<file path="config.mk">
export PLATFORM = sky130hd
export DESIGN_NAME = myprotocol_rx
export DESIGN_NICKNAME = d
export VERILOG_FILES = /design/src/rtl/myprotocol_rx.sv
export SDC_FILE = /design/constraint.sdc
export NUM_CORES = 1
export LEC_CHECK = 0
export ABC_CLOCK_PERIOD_IN_PS = 2400
export BUFFER_PORTS_ARGS = -buffer_cell sky130_fd_sc_hd__buf_2
export CAP_MARGIN = 25
export CORE_MARGIN = 2
export CORE_UTILIZATION = 35
export DETAILED_ROUTE_END_ITERATION = 7
export PLACE_DENSITY_LB_ADDON = 0.12
export SYNTH_ARGS = -nofsm -noshare
export SYNTH_HDL_FRONTEND = slang
export SYNTH_SLANG_ARGS = --single-unit
</file>
<file path="constraint.sdc">
create_clock -name clk -period 2.4 [get_ports clk]
set_input_delay 0.24 -clock clk [delete_from_list [all_inputs] [get_ports clk]]
set_output_delay 0.24 -clock clk [all_outputs]
set_load 0.1 [all_outputs]
</file>
<file path="src/rtl/myprotocol_rx.sv">
// Receiver for the three-wire myprotocol interface: deserialises each frame,
// checks even parity, framing and inter-frame gap, and keeps saturating counters.
module myprotocol_rx #(
  parameter int DATA_W  = 8,
  parameter int MIN_GAP = 2
) (
  input  logic              clk,
  input  logic              rst,
  input  logic              sig1,
  input  logic              sig2,
  input  logic              sig3,
  output logic [DATA_W-1:0] data_out,
  output logic              data_valid,
  output logic              err_parity,
  output logic              err_frame,
  output logic              busy,
  output logic [15:0]       frame_cnt,
  output logic [15:0]       err_cnt
);

  localparam int BW = $clog2(DATA_W + 1);
  localparam int GW = (MIN_GAP < 1) ? 1 : $clog2(MIN_GAP + 1);
  localparam logic [BW-1:0] BIT_LAST = BW'(DATA_W);
  localparam logic [GW-1:0] GAP_MAX  = GW'(MIN_GAP);
  localparam logic [GW-1:0] GAP_ONE  = (MIN_GAP >= 1) ? GW'(1) : GW'(0);

  typedef enum logic [1:0] {IDLE, RX, RESYNC} state_t;

  state_t              state, state_nxt;
  logic [BW-1:0]       bit_cnt, bit_cnt_nxt;
  logic [GW-1:0]       gap_cnt, gap_cnt_nxt;
  logic [DATA_W-1:0]   shreg, shreg_nxt;
  logic                good, perr, ferr;
  logic [DATA_W-1:0]   data_out_nxt;
  logic [15:0]         frame_cnt_nxt, err_cnt_nxt;
  logic                busy_nxt;

  always_ff @(posedge clk or negedge rst) begin
    if (!rst) begin
      state      <= IDLE;
      bit_cnt    <= '0;
      gap_cnt    <= GAP_MAX;
      shreg      <= '0;
      data_out   <= '0;
      data_valid <= 1'b0;
      err_parity <= 1'b0;
      err_frame  <= 1'b0;
      busy       <= 1'b0;
      frame_cnt  <= '0;
      err_cnt    <= '0;
    end else begin
      state      <= state_nxt;
      bit_cnt    <= bit_cnt_nxt;
      gap_cnt    <= gap_cnt_nxt;
      shreg      <= shreg_nxt;
      data_out   <= data_out_nxt;
      data_valid <= good;
      err_parity <= perr;
      err_frame  <= ferr;
      busy       <= busy_nxt;
      frame_cnt  <= frame_cnt_nxt;
      err_cnt    <= err_cnt_nxt;
    end
  end

  // Exactly one of good/perr/ferr can fire per evaluation, so the pulses stay exclusive.
  always_comb begin
    state_nxt   = state;
    bit_cnt_nxt = bit_cnt;
    gap_cnt_nxt = gap_cnt;
    shreg_nxt   = shreg;
    good        = 1'b0;
    perr        = 1'b0;
    ferr        = 1'b0;
    unique case (state)
      IDLE: begin
        if (!sig1) begin
          gap_cnt_nxt = (gap_cnt == GAP_MAX) ? gap_cnt : gap_cnt + GW'(1);
        end else if (gap_cnt >= GAP_MAX) begin
          shreg_nxt   = {shreg[DATA_W-2:0], sig2};
          bit_cnt_nxt = BW'(1);
          state_nxt   = RX;
        end else begin
          ferr      = 1'b1;
          state_nxt = RESYNC;
        end
      end
      RX: begin
        if (!sig1) begin
          ferr        = 1'b1;
          bit_cnt_nxt = '0;
          gap_cnt_nxt = GAP_ONE;
          state_nxt   = IDLE;
        end else if (bit_cnt < BIT_LAST) begin
          if (sig3) begin
            ferr        = 1'b1;
            bit_cnt_nxt = '0;
            state_nxt   = RESYNC;
          end else begin
            shreg_nxt   = {shreg[DATA_W-2:0], sig2};
            bit_cnt_nxt = bit_cnt + BW'(1);
          end
        end else if (!sig3) begin
          ferr        = 1'b1;
          bit_cnt_nxt = '0;
          state_nxt   = RESYNC;
        end else begin
          if ((^shreg ^ sig2) == 1'b0) good = 1'b1;
          else                         perr = 1'b1;
          bit_cnt_nxt = '0;
          gap_cnt_nxt = '0;
          state_nxt   = IDLE;
        end
      end
      RESYNC: begin
        if (!sig1) begin
          gap_cnt_nxt = GAP_ONE;
          state_nxt   = IDLE;
        end
      end
      default: state_nxt = IDLE;
    endcase
  end

  always_comb begin
    data_out_nxt  = good ? shreg : data_out;
    frame_cnt_nxt = (good && frame_cnt != 16'hFFFF) ? frame_cnt + 16'd1 : frame_cnt;
    err_cnt_nxt   = ((perr || ferr) && err_cnt != 16'hFFFF) ? err_cnt + 16'd1 : err_cnt;
    busy_nxt      = (state_nxt == RX);
  end

endmodule

</file>
==> metrics.md <==
| Metric | Value |
|---|---|
| Switching share of power | `42.6%` |
| Status | `complete, no violations` |
| Gp weighted congestion | `0.741` |
| # DRC | `0` |
| FP Rows | `33` |
| Layout Skew | `0.0119 ns` |
| Largest net degree at the start of global routing | `36` |
| Internal power | `0.00233 W` |
| Element type at the critical path end | `flip-flop` |
| Clk buf depth | `2` |
| CTS tree | `done` |
| Post-Syn Nets | `264` |
| Setup TNS Final | `0 ns` |
| Synth warn | `0` |
| Worst skew pair latency | `0.34 ns` |
| CP Launch Type | `flip-flop` |
| Footprint of the multi-input gates | `1330 um2` |
| Worst vdd ir | `750 uV` |
| Die X-Extent | `94.9 um` |
| Synth unique cells | `41` |
| Power share of the sequential group | `33.5%` |
| Hold Path Sink | `shreg[0]$_DFFE_PN0P_` |
| Post-DRT Antenna Nets | `0` |
| Met3 wire length | `234 um` |
| Slew @ Worst Pin | `0.619 ns` |
| Final core occ | `43.3%` |
| First-pass GRT wire length | `9540 um` |
| CP required | `2.62 ns` |
| Clock power frac | `22.2%` |
| Layout Cells excl Fill | `421` |
| Avg Cell Area, Syn | `11.5 um2` |
| H-tree levels | `3` |
| M1 WL | `2720 um` |
| Seq cells post-synth | `60` |
| Crit path time final | `2.25 ns` |
| Post-cts resize count | `0` |
| Critical path arrival | `2.47 ns` |
| Hold_sp | `sig2` |
| Mux contribution to synthesized area | `7.40%` |
| Reg-to-reg slack, setup | `0.15 ns` |
| Worst Reg-to-Reg Cells | `5` |
| Max-slew violations | `0` |
| # diodes | `0` |
| Gate power share | `44.3%` |
| Simple-gate share of the synthesized area | `17.0%` |
| Final Hold Fails | `0` |
| IO buf count | `48` |
| Final Setup Violations | `0` |
| WHS Path Cells | `2` |
| Relative slew slack | `58.7%` |
| Hold-fix buffers at CTS | `1` |
| Initial antenna violation count | `0` |
| Overflow after GRT | `0` |
| Layout cells sized above 1 | `37.7%` |
| Detailed Place HPWL | `4050 um` |
| Pwr/cell area | `1160 nW/um2` |
| Register area share after synthesis | `52.0%` |
| Register area | `1530 um2` |
| Wirelength per Cell | `13.5 um` |
| Ports | `49` |
| Largest family of logic cells by synthesized area | `simple AND/OR/NAND/NOR gates` |
| Part of the cycle the worst path needs | `93.6%` |
| Drt total wl | `5680 um` |
| Synthesized instance count | `251` |
| Critical-path cell list | `xnor2_1, xnor3_2, xnor2_4, o21ai_4, mux2_2` |
| Top layer in use | `met4` |
| Core area | `8090 um2` |
| CTS Buf Count | `9` |
| Post-synth EDFFs | `0` |
| Initial Util | `35.7%` |
| Leakage | `1.70 nW` |
| Met2 Routed Length | `2640 um` |
| Adder-cell share of the synthesized area | `3.46%` |
| RSZ-0062 raised after global routing | `false` |
| DIE AREA | `9000 um2` |
| First DRT Iteration DRCs | `61` |
| Pre-Repair DR Iteration Count | `4` |
| Sw Pwr | `0.00173 W` |
| WS Path Type | `flip-flop to flip-flop` |
| FMAX | `0.445 GHz` |
| Share of flip-flops with an asynchronous set or reset | `100%` |
| FF-to-FF End | `err_cnt[1]$_DFFE_PN0P_` |
| WHS | `0.201 ns` |
| CP max-delay cell | `xnor3_2` |
| Number of global-route vias before repair | `1,986` |
| Synthesized area | `2890 um2` |
| Placed Cells incl. Taps | `404` |
| Layout Nets | `324` |
| Post-Synth XOR/XNOR Area | `12.6%` |
| Layout area overhead | `21.2%` |
| Vias | `2,002` |
| Die Y | `94.9 um` |
| # fillers | `837` |
| Commonest register cell after synthesis | `dfrtp_1` |
| Largest stage delay, worst path | `0.48 ns` |
| Max-cap check violation count | `0` |
| Clock-pin slew on the worst setup and hold paths | `0.07 ns` |
| Worst hold path type | `primary input to flip-flop` |
| Reg2Reg Launch Point | `shreg[2]$_DFFE_PN0P_` |
| Root buffer cell | `clkbuf_8` |
| Clk sinks | `60` |
| Vias per cell | `4.76` |
| Total setup buffers inserted after CTS | `0` |
| Compound-gate portion of the synthesized area | `5.50%` |
| GRT Overall Usage | `14.1%` |
| Worst-path maximum fanout | `15` |
## how the worst max path moves through the flow
stage | cells after the start | from | endpoint
final | 5 | shreg[2]$_DFFE_PN0P_ | err_cnt[1]$_DFFE_PN0P_
after global routing | 7 | state[0]$_DFF_PN0_ | shreg[5]$_DFFE_PN0P_
after CTS | 5 | shreg[2]$_DFFE_PN0P_ | err_cnt[1]$_DFFE_PN0P_
after detailed placement | 5 | shreg[2]$_DFFE_PN0P_ | err_cnt[1]$_DFFE_PN0P_
after global placement | 5 | shreg[2]$_DFFE_PN0P_ | err_cnt[1]$_DFFE_PN0P_
after floorplan | 6 | err_cnt[9]$_DFFE_PN0P_ | err_cnt[1]$_DFFE_PN0P_
## metrics by stage
step	instance area [um2]	worst slack (ns)	total power, W
after global placement	3300	0.179	0.00318
after detailed placement	3300	0.146	0.00320
after CTS	3510	0.130	0.00412
after floorplan	2910	0.00718	0.00294
after global routing	3510	0.00376	0.00433
final	3510	0.155	0.00406
## cells by family after synthesis
logic type	after synthesis
compound gates	24
xor+xnor	37
fa+ha+maj	8
buf+inv	14
flops	60
mux	19
simple gates	89
## layout make-up
cell class	count	area share [%]
clock buffer	11	4.03
tap	105	3.75
multi-input combinational	177	37.9
sequential	60	43.5
inverter	11	1.18
timing repair buffer	52	8.14
clock inverter	5	1.50
## power by group through the flow
stage | logic, W | clock network [W] | registers (W)
final | 0.00180 | 0.000901 | 0.00136
after global routing | 0.00195 | 0.000983 | 0.00139
after CTS | 0.00183 | 0.000927 | 0.00136
after detailed placement | 0.00182 | 0 | 0.00138
after global placement | 0.00180 | 0 | 0.00138
after floorplan | 0.00120 | 0 | 0.00174
## placed cells by master (no fill, tap or decap), types with 2 or more instances in the layout
cell type and count:
xnor2_1 21, nand4_1 11, nand2b_1 2, o21ai_0 9, buf_4 2, dfrtp_2 18, clkbuf_8 10, nor2_1 12
buf_2 48, inv_1 11, dfrtp_1 41, nor4_1 2, nor3_2 3, nand2_1 23, clkinv_2 3, nor2_2 2
ha_1 8, nor3_4 2, and3_1 5, or2_2 2, a21oi_1 5, nand3_1 11, o31ai_1 2, nor3_1 6
and2_1 3, mux2_2 19, xor2_1 13
## sequential cells by signal, summed over array words and instances, names as in the netlist
signal      flops
err_cnt        16
frame_cnt      16
data_out        8
shreg           8
bit_cnt         4
gap_cnt         2
state           2
busy            1
data_valid      1
err_frame       1
err_parity      1
## Yosys cell counts (2+ instances only)
cell	number	share of area (%)
dfrtp_1	59	51
nand2_1	23	3.0
xnor2_1	21	6.4
mux2_2	19	7.4
xor2_1	13	3.9
nor2_1	12	1.6
inv_1	11	1.4
nand3_1	11	1.9
nand4_1	11	2.4
o21ai_0	9	1.6
ha_1	8	3.5
nor3_1	6	1.0
a21oi_1	5	0.87
and3_1	5	1.1
and2_1	3	0.65
nor3_2	3	1.0
clkbuf_1	2	0.26
nand2b_1	2	0.43
nor2_2	2	0.43
nor3_4	2	1.1
nor4_1	2	0.43
o31ai_1	2	0.52
or2_2	2	0.43
## metal layers
| metal | vias to the layer above | GRT usage (%) |
|---|---|---|
| li1 | 995 | - |
| met5 | - | 0 |
| met1 | 965 | 18.1 |
| met3 | 8 | 4.87 |
| met2 | 34 | 22.0 |
| met4 | 0 | 5.07 |
## critical path: cells and delay by family (launching register included)
kind,cells,cell delay [ns]
AO/OA/AOI/OAI,1,0.47
XOR/XNOR,3,0.85
flip-flops,1,0.41
multiplexers,1,0.39
Note: power is estimated with default switching activity, not from simulation.
